==> src/rtl/led_array_pkg.sv <==
// Shared types and limits for the LED matrix scanner.
package led_array_pkg;

   localparam int MAX_ROWS = 32;
   localparam int MAX_COLS = 32;

   typedef enum logic [1:0] {
      S_IDLE,
      S_BLANK,
      S_DRIVE
   } state_e;

   function automatic int max_int(input int a, input int b);
      return (a > b) ? a : b;
   endfunction

endpackage

==> src/rtl/decoder_onehot.sv <==
// Binary-to-one-hot decoder with enable; all outputs low when disabled.
module decoder_onehot #(
   parameter  int N = 8,
   localparam int W = (N > 1) ? $clog2(N) : 1
) (
   input  logic         ena,
   input  logic [W-1:0] sel,
   output logic [N-1:0] onehot
);

   // Raise exactly the selected line while enabled.
   always_comb begin
      // NOTE: default first so every path assigns onehot and no latch is inferred.
      onehot = '0;
      if (ena) begin
         for (int i = 0; i < N; i++) begin
            onehot[i] = (sel == W'(i));
         end
      end
   end

endmodule

==> src/rtl/led_array_scanner.sv <==
// Double-buffered, self-timed LED matrix scanner with blanking between columns.
module led_array_scanner
   import led_array_pkg::*;
#(
   parameter  int ROWS        = 8,
   parameter  int COLS        = 8,
   parameter  int DWELL_TICKS = 1000,
   parameter  int BLANK_TICKS = 16,
   localparam int XW          = (COLS > 1) ? $clog2(COLS) : 1
) (
   input  logic                 clk,
   input  logic                 rst,
   input  logic                 ena,
   input  logic [ROWS*COLS-1:0] in_cells,
   input  logic                 in_valid,
   output logic                 in_ready,
   output logic [ROWS-1:0]      rows,
   output logic [COLS-1:0]      cols,
   output logic [XW-1:0]        x,
   output logic                 frame_done
);

   localparam int             N           = ROWS * COLS;
   localparam int             TW          = $clog2(max_int(DWELL_TICKS, BLANK_TICKS) + 1);
   localparam logic [TW-1:0]  DWELL_LAST  = TW'(DWELL_TICKS - 1);
   localparam logic [TW-1:0]  BLANK_LAST  = TW'((BLANK_TICKS > 0) ? BLANK_TICKS - 1 : 0);
   localparam logic [XW-1:0]  X_LAST      = XW'(COLS - 1);
   // With no blanking the scanner goes straight from column to column.
   localparam state_e         AFTER_DRIVE = (BLANK_TICKS == 0) ? S_DRIVE : S_BLANK;

   // Reject unusable geometry or timing at elaboration.
   if (ROWS < 1 || ROWS > MAX_ROWS) begin : g_bad_rows
      $error("led_array_scanner: ROWS out of range 1..32");
   end
   if (COLS < 1 || COLS > MAX_COLS) begin : g_bad_cols
      $error("led_array_scanner: COLS out of range 1..32");
   end
   if (DWELL_TICKS < 1) begin : g_bad_dwell
      $error("led_array_scanner: DWELL_TICKS must be >= 1");
   end
   if (BLANK_TICKS < 0) begin : g_bad_blank
      $error("led_array_scanner: BLANK_TICKS must be >= 0");
   end

   state_e          state_q, state_d;
   logic [TW-1:0]   tick_q, tick_d;
   logic [XW-1:0]   x_q, x_d;
   logic [N-1:0]    pending_q, pending_d;
   logic [N-1:0]    active_q, active_d;
   logic            pending_full_q, pending_full_d;
   logic            in_ready_q, in_ready_d;
   logic [ROWS-1:0] rows_q, rows_d;
   logic [COLS-1:0] cols_q, cols_d;
   logic            frame_done_q, frame_done_d;
   logic            swap;
   logic            load;

   // Scan sequencing: state, dwell/blank timer, column index and frame-boundary swap request.
   always_comb begin
      state_d      = state_q;
      tick_d       = tick_q;
      x_d          = x_q;
      frame_done_d = 1'b0;
      swap         = 1'b0;
      if (!ena) begin
         state_d = S_IDLE;
         tick_d  = '0;
         x_d     = '0;
      end else begin
         unique case (state_q)
            S_IDLE: begin
               swap    = 1'b1;
               state_d = (BLANK_TICKS == 0) ? S_DRIVE : S_BLANK;
               tick_d  = '0;
               x_d     = '0;
            end
            S_BLANK: begin
               if (tick_q == BLANK_LAST) begin
                  state_d = S_DRIVE;
                  tick_d  = '0;
               end else begin
                  tick_d = tick_q + 1'b1;
               end
            end
            S_DRIVE: begin
               if (tick_q == DWELL_LAST) begin
                  state_d = AFTER_DRIVE;
                  tick_d  = '0;
                  if (x_q == X_LAST) begin
                     x_d          = '0;
                     frame_done_d = 1'b1;
                     swap         = 1'b1;
                  end else begin
                     x_d = x_q + 1'b1;
                  end
               end else begin
                  tick_d = tick_q + 1'b1;
               end
            end
            default: begin
               state_d = S_IDLE;
               tick_d  = '0;
               x_d     = '0;
            end
         endcase
      end
   end

   // Frame buffering: a swap sees only the pending flag from the start of the cycle,
   // so a frame loaded on a boundary cycle waits for the following boundary.
   always_comb begin
      load           = in_valid && in_ready_q;
      pending_d      = load ? in_cells : pending_q;
      active_d       = active_q;
      pending_full_d = pending_full_q;
      if (swap && pending_full_q) begin
         active_d       = pending_q;
         pending_full_d = 1'b0;
      end
      if (load) begin
         pending_full_d = 1'b1;
      end
      in_ready_d = !pending_full_d;
   end

   decoder_onehot #(.N(COLS)) u_col_dec (
      .ena    (state_d == S_DRIVE),
      .sel    (x_d),
      .onehot (cols_d)
   );

   // Row drive: a row is pulled low when its cell in the lit column is set.
   always_comb begin
      rows_d = '1;
      for (int r = 0; r < ROWS; r++) begin
         rows_d[r] = ~(|(active_d[r*COLS +: COLS] & cols_d));
      end
   end

   // State and output registers; reset also clears both frame buffers.
   always_ff @(posedge clk) begin
      if (rst) begin
         // NOTE: sequential state uses non-blocking assignments so all flops update together.
         state_q        <= S_IDLE;
         tick_q         <= '0;
         x_q            <= '0;
         pending_q      <= '0;
         active_q       <= '0;
         pending_full_q <= 1'b0;
         in_ready_q     <= 1'b1;
         rows_q         <= '1;
         cols_q         <= '0;
         frame_done_q   <= 1'b0;
      end else begin
         state_q        <= state_d;
         tick_q         <= tick_d;
         x_q            <= x_d;
         pending_q      <= pending_d;
         active_q       <= active_d;
         pending_full_q <= pending_full_d;
         in_ready_q     <= in_ready_d;
         rows_q         <= rows_d;
         cols_q         <= cols_d;
         frame_done_q   <= frame_done_d;
      end
   end

   assign in_ready   = in_ready_q;
   assign rows       = rows_q;
   assign cols       = cols_q;
   assign x          = x_q;
   assign frame_done = frame_done_q;

endmodule

==> config.mk <==
export PLATFORM = sky130hd
export DESIGN_NAME = led_array_scanner
export DESIGN_NICKNAME = d
export VERILOG_FILES = /design/src/rtl/led_array_pkg.sv /design/src/rtl/decoder_onehot.sv /design/src/rtl/led_array_scanner.sv
export SDC_FILE = /design/constraint.sdc
export NUM_CORES = 1
export LEC_CHECK = 0
export CORE_ASPECT_RATIO = 0.6
export CORE_MARGIN = 5
export CORE_UTILIZATION = 49
export CTS_CLUSTER_DIAMETER = 60
export DETAILED_ROUTE_END_ITERATION = 16
export PLACE_DENSITY_LB_ADDON = 0.3
export RECOVER_POWER = 25
export SLEW_MARGIN = 10
export SYNTH_ARGS = -nofsm -noshare
export SYNTH_HDL_FRONTEND = slang
export SYNTH_SLANG_ARGS = --single-unit
==> constraint.sdc <==
create_clock -name clk -period 2.6 [get_ports clk]
set_input_delay 0.52 -clock clk [delete_from_list [all_inputs] [get_ports clk]]
set_output_delay 0.52 -clock clk [all_outputs]
set_load 0.005 [all_outputs]
; After elaboration in Yosys (flattened, before gate mapping)
; Index checks and enable logic that the tools add are counted.
[word_totals]
reg_bits = 162
input_bits = 68
output_inout_bits = 21
wordCells = 77
[op_classes]
addsub = 2
n_eq_ne = 13
muxes = 19
bitwise = 18
reduce_logical = 15
[ops]
columns = operator, n
row1 = $and A8 B8 Y8, 8
row2 = $mux W64, 1
row3 = $reduce_or A8 Y1, 8
row4 = $mux W10, 2
row5 = $pmux W10 S2, 1
row6 = $eq A3 B3 Y1 const B, 5
row7 = $add A10 B1 Y10 const B, 1
row8 = $eq A10 B10 Y1 const B, 1
row9 = $eq A10 B4 Y1 const B, 1
row10 = $not A1 Y1, 10
row11 = $mux W3, 3
row12 = $mux W8, 1
row13 = $eq A3 B2 Y1 const B, 2
row14 = $mux W2, 3
row15 = $pmux W2 S3, 1
row16 = $pmux W3 S2, 1
row17 = $mux W1, 5
row18 = $eq A2 B2 Y1 const B, 2
row19 = $add A3 B1 Y3 const B, 1
row20 = $eq A3 B1 Y1 const B, 1
row21 = $logic_not A3 Y1, 1
row22 = $reduce_or A3 Y1, 1
row23 = $eq A2 B1 Y1 const B, 1
row24 = $logic_and A1 B1 Y1, 2
row25 = 4 further kinds, 4

; Longest topological paths before layout
; Gate-level depths: netlist of the first run.
[depth]
ltp_word = 10
ltp_mapped = 11
ltp_nobuf = 9

; Modules after synthesis
; Synthesis of the first run repeated with hierarchy kept, for this count alone.
[hier_totals]
cells_unflattened = 772
area_unflattened_um2 = 6497.5
[by_module_without_submodules]
columns = mod, instances, cells_per_inst, area_per_inst_um2, seq_area_each_um2
row1 = led_array_scanner, 1, 764, 6401.1, 3243.1
row2 = decoder_onehot, 1, 8, 96.3, 0.0

; Worst setup path before layout of the first run
; OpenSTA, ideal clock, no wires.
[synth_path]
kind = reg2reg
from = register state_q[0]
to = register rows_q[1] (netlist: rows[1])
setup_ns = 0.116
arrival_time_ns = 2.550
required_ns = 2.484
setup_slack_ns = -0.067
stages_incl_launch_ff = 11
n_path_buf = 1
period_less_slack_ns = 2.667
path_cell_list = dfxtp_1 > inv_1 > ha_1 > and4_1 > a31o_2 > a21oi_2 > nand2_2 > or4_4 > buf_6 > o32a_2 > a41o_1
[synth_via]
elab_chain_len = 8
word_cells_on_any_way = 26
classes_between = eq/ne (10) / mux (10) / bitwise (2) / reduce/logical (4)
[synth_rtl]
columns = item, line
row1 = start: declaration, led_array_scanner.sv:45  ; state_e state_q, state_d;
row2 = start signal: assignment, led_array_scanner.sv:155  ; state_q <= state_d;
row3 = "$eq A2 B2 Y1, or another cell as far along", led_array_scanner.sv:70  ; unique case (state_q)
row4 = "$pmux W3 S2, or another cell as far along", led_array_scanner.sv:70
row5 = "$mux W3, or another cell as far along", led_array_scanner.sv:65  ; if (!ena) begin
row6 = "$eq A3 B1 Y1, or another cell as far along", decoder_onehot.sv:17  ; onehot[i] = (sel == W'(i));
row7 = $mux W8 or $mux W64 (tied branches), "decoder_onehot.sv:15, led_array_scanner.sv:116"
row8 = $and A8 B8 Y8 *, led_array_scanner.sv:136  ; rows_d[r] = ~(|(active_d[r*COLS +: COLS] & cols_d));
row9 = $reduce_or A8 Y1 *, led_array_scanner.sv:136
row10 = $not A1 Y1 *, led_array_scanner.sv:136
row11 = end signal: assignment, led_array_scanner.sv:162  ; rows_q <= rows_d;
row12 = end: declaration, led_array_scanner.sv:52  ; logic [ROWS-1:0] rows_q, rows_d;
; Mark *: on every way between the ends. The rest lies on a longest branch, timed or not.
; A chain may end at the register's enable or synchronous reset.

; Worst setup path in the final report of the first run
[layout_path]
from = register x_q[0] (netlist: x[0])
to = register rows_q[6] (netlist: rows[6])
[layout_via]
elab_chain_len = 10
word_cells_on_any_way = 24
classes_between = add/sub (1) / eq/ne (8) / mux (10) / bitwise (2) / reduce/logical (3)
[layout_rtl]
columns = item, line
row1 = start: declaration, led_array_scanner.sv:47  ; logic [XW-1:0] x_q, x_d;
row2 = start signal: assignment, led_array_scanner.sv:146  ; x_q <= '0;
row3 = start signal: assignment, led_array_scanner.sv:157  ; x_q <= x_d;
row4 = $add A3 B1 Y3 or $eq A3 B3 Y1 (tied branches), "led_array_scanner.sv:94, led_array_scanner.sv:89"
row5 = $mux W3 or $mux W1 (tied branches), led_array_scanner.sv:89  ; if (x_q == X_LAST) begin
row6 = $mux W3 or $mux W1 (tied branches), led_array_scanner.sv:86  ; if (tick_q == DWELL_LAST) begin
row7 = $pmux W3 S2 or $pmux W1 S2 (tied branches), led_array_scanner.sv:70
row8 = $mux W3 or $mux W1 (tied branches), led_array_scanner.sv:65
row9 = "$eq A3 B1 Y1, or another cell as far along", decoder_onehot.sv:17
row10 = $mux W8 or $mux W64 (tied branches), "decoder_onehot.sv:15, led_array_scanner.sv:116"
row11 = $and A8 B8 Y8 *, led_array_scanner.sv:136
row12 = $reduce_or A8 Y1 *, led_array_scanner.sv:136
row13 = $not A1 Y1 *, led_array_scanner.sv:136
; Marked as above.

==> summary.md, run 1 <==
| Metric | Value |
|---|---|
| # IOs | `89` |
| Setup CP Type | `flip-flop to flip-flop` |
| Number of global-route vias before repair | `5422` |
| DP Wirelength | `12160 um` |
| Yosys top cell by area | `dfxtp_1` |
| Max frequency | `0.3935 GHz` |
| Leak | `3.083 nW` |
| Synthesis-to-layout area growth | `33.29%` |
| Total design power | `0.005708 W` |
| EDFF count, synth | `0` |
| Total wire length | `17690 um` |
| Drt first-iter violations | `501` |
| DR vias/cell | `5.491` |
| Sequential area share after synthesis | `50.08%` |
| Synth Instances | `693` |
| PwrDens | `661.3 nW/um^2` |
| DR DRC count | `0` |
| Skew final | `22.31 ps` |
| Filler cell count in the final layout | `1006` |
| CTS buffer count | `17` |
| Clk buf depth | `2` |
| IO buf count | `88` |
| Arrival time at the worst endpoint | `2860 ps` |
| Mapped Area | `6476 sq um` |
| TritonCTS clock tree | `built` |
| Remaining antenna violation count after routing | `0` |
| Fin crit share | `97.75%` |
| Area share of the largest cell type after synthesis | `50.08%` |
| Synth top area cells | `dfxtp_1, mux2i_1, nand2_1, a21oi_1, nor2_1` |
| Count leader, synth | `dfxtp_1` |
| Most used DFF post-synth | `dfxtp_1` |
| Period minus WS final | `2542 ps` |
| Final slew viol count | `0` |
| CP Capture Type | `flip-flop` |
| Post-synth ARST share | `0%` |
| Mapped Nets | `768` |
| Core area | `12890 sq um` |
| GRT overflow | `0` |
| Row count | `32` |
| Syn Area/Cell | `9.345 sq um` |
| Die Area | `15690 sq um` |
| Clk_lat worst skew | `440 ps` |
| Die X-Extent | `158.4 um` |
| Yosys cell types | `62` |
| DR vias | `5447` |
| Starting Density | `50.23%` |
| RD Place Congestion | `0.8473` |
| Reg clk slew, reported paths | `60 ps` |
| Die Y | `99.05 um` |
| Finish-stage setup viols | `0` |
| Number of clock sinks | `162` |
| Wire per inst | `17.83 um` |
| Global-route wire length before repair | `27810 um` |
| Rel. slew slack | `13.69%` |
| Required time of the worst setup path | `2920 ps` |
| Share of layout cells above drive strength 1 | `19.46%` |
| Post-CTS Hold Buffers | `0` |
| Worst slew pin tran | `1295 ps` |
| N_diodes | `0` |
| Startpoint types | `flip-flop` |
| Placed cell areas | `7720 sq um` |
| TritonRoute pass-1 iters | `5` |
| IR drop worst, VDD | `0.4851 mV` |
| Hold Crit Class | `flip-flop to flip-flop` |
| CTS Root Cell | `clkbuf_16` |
| Total GRT Usage | `22.56%` |
| Max_cap viols | `0` |
| Status | `completed` |
| Final Hold Fails | `0` |
| Initial antenna violation count | `0` |
| Yosys warning total | `0` |
| Post-synth top cells | `dfxtp_1, nand2_1, nor2_1, a21oi_1, mux2i_1` |
| Fin nets | `884` |
| CP Max Fanout | `16` |
| Largest net degree at the start of global routing | `64` |
| CTS H-Tree Depth | `4` |
| Post-route cell area | `8632 sq um` |
| Yosys reg bits | `162` |
[cells by family after synthesis]
kind of cell	after synthesis	share of synthesized area [%]
AOI/OAI and AO/OA	120	13.49
xor gates and xnor gates	8	1.082
adders and majority gates	7	1.352
buffers and inverters	49	4.057
DFF	162	50.08
muxes	64	9.892
and+or+nand+nor	283	20.05
[per-stage QoR]
step	hold WS, ps	instances	TNS, ps	worst slack, ps	util, %
finish	457.5	992	0	58.38	66.95
global placement	429.5	952	-907.5	-183.5	59.88
detailed placement	446.1	952	-1567	-268.4	59.88
floorplan	417.9	693	0	7.845	-
CTS	458.1	986	0	3.306	65.44
global route	468.9	992	-40.75	-25.12	66.95
[cells in the final DEF (no fill, tap or decap), drive strengths merged, types with 7 or more instances in the layout]
cell type,instances
a21oi,69
and3,8
buf,49
clkbuf,22
clkdlybuf4s50,86
dfxtp,162
ha,7
inv,10
mux2i,64
nand2,138
nand3,9
nor2,88
nor3,9
[worst max-delay path, cell delays in order (launching register included)]
cell     delay, ps
dfxtp_1        400
ha_1           190
ha_1           270
a41oi_4        190
nor2_8         180
buf_12         180
buf_4          190
mux2i_1        290
o32ai_1        160
o41ai_2        370
[cell type report]
| type | instances | area, sq um | area share [%] |
|---|---|---|---|
| flip-flops and latches | 162 | 3254 | 37.70 |
| multi-input cells | 483 | 3189 | 36.95 |
| repair buffers | 137 | 1310 | 15.18 |
| clock buffers | 21 | 460.4 | 5.334 |
| well taps | 170 | 212.7 | 2.464 |
| clock inverters | 11 | 175.2 | 2.029 |
| inverters | 8 | 30.03 | 0.3479 |
[report_power, final]
part	total [W]	switching, W	internal (W)	leakage (nW)
registers	0.00261	0.0000485	0.00256	1.32
logic	0.000423	0.000218	0.000205	1.45
clock network	0.00268	0.00101	0.00167	0.310
total	0.00571	0.00128	0.00443	3.08
[what timing repair did]
item	in CTS	in global routing
hold endpoints to repair	0	0
pin swaps	2	12
cloned	0	1
buffers inserted	2	5
gates resized for setup	11	36
setup endpoints to repair	7	8
[flip-flops by register name (all words and copies together), names as in the netlist]
register,count
active_q,64
cols,8
frame_done,1
in_ready,1
pending_full_q,1
pending_q,64
rows,8
state_q,2
tick_q,10
x,3
[final timing paths]
check	to	slack, ps	cells after the start	start
hold reg to reg	pending_q[38]	460	2	pending_q[38]
setup reg to reg	rows[6]	60	9	x[0]
setup / recovery	rows[6]	60	9	x[0]
hold / removal	pending_q[38]	460	2	pending_q[38]
[layer usage]
layer	vias to the layer above	part of all wire (%)	global-route usage (%)	wire length [um]
li1	2626	-	-	-
met1	2562	48	31.86	8448
met2	232	43	33.30	7588
met3	27	8.0	7.108	1420
met4	0	1.3	6.291	227
met5	-	0	0	0
(Power assumes the default switching activity.)
==> run 2, diff against run 1 <==
TNS_END_PERCENT = 1   (was default)
==> results of run 2 <==
No change in the layout: final DEF, timing and power equal those of run 1.
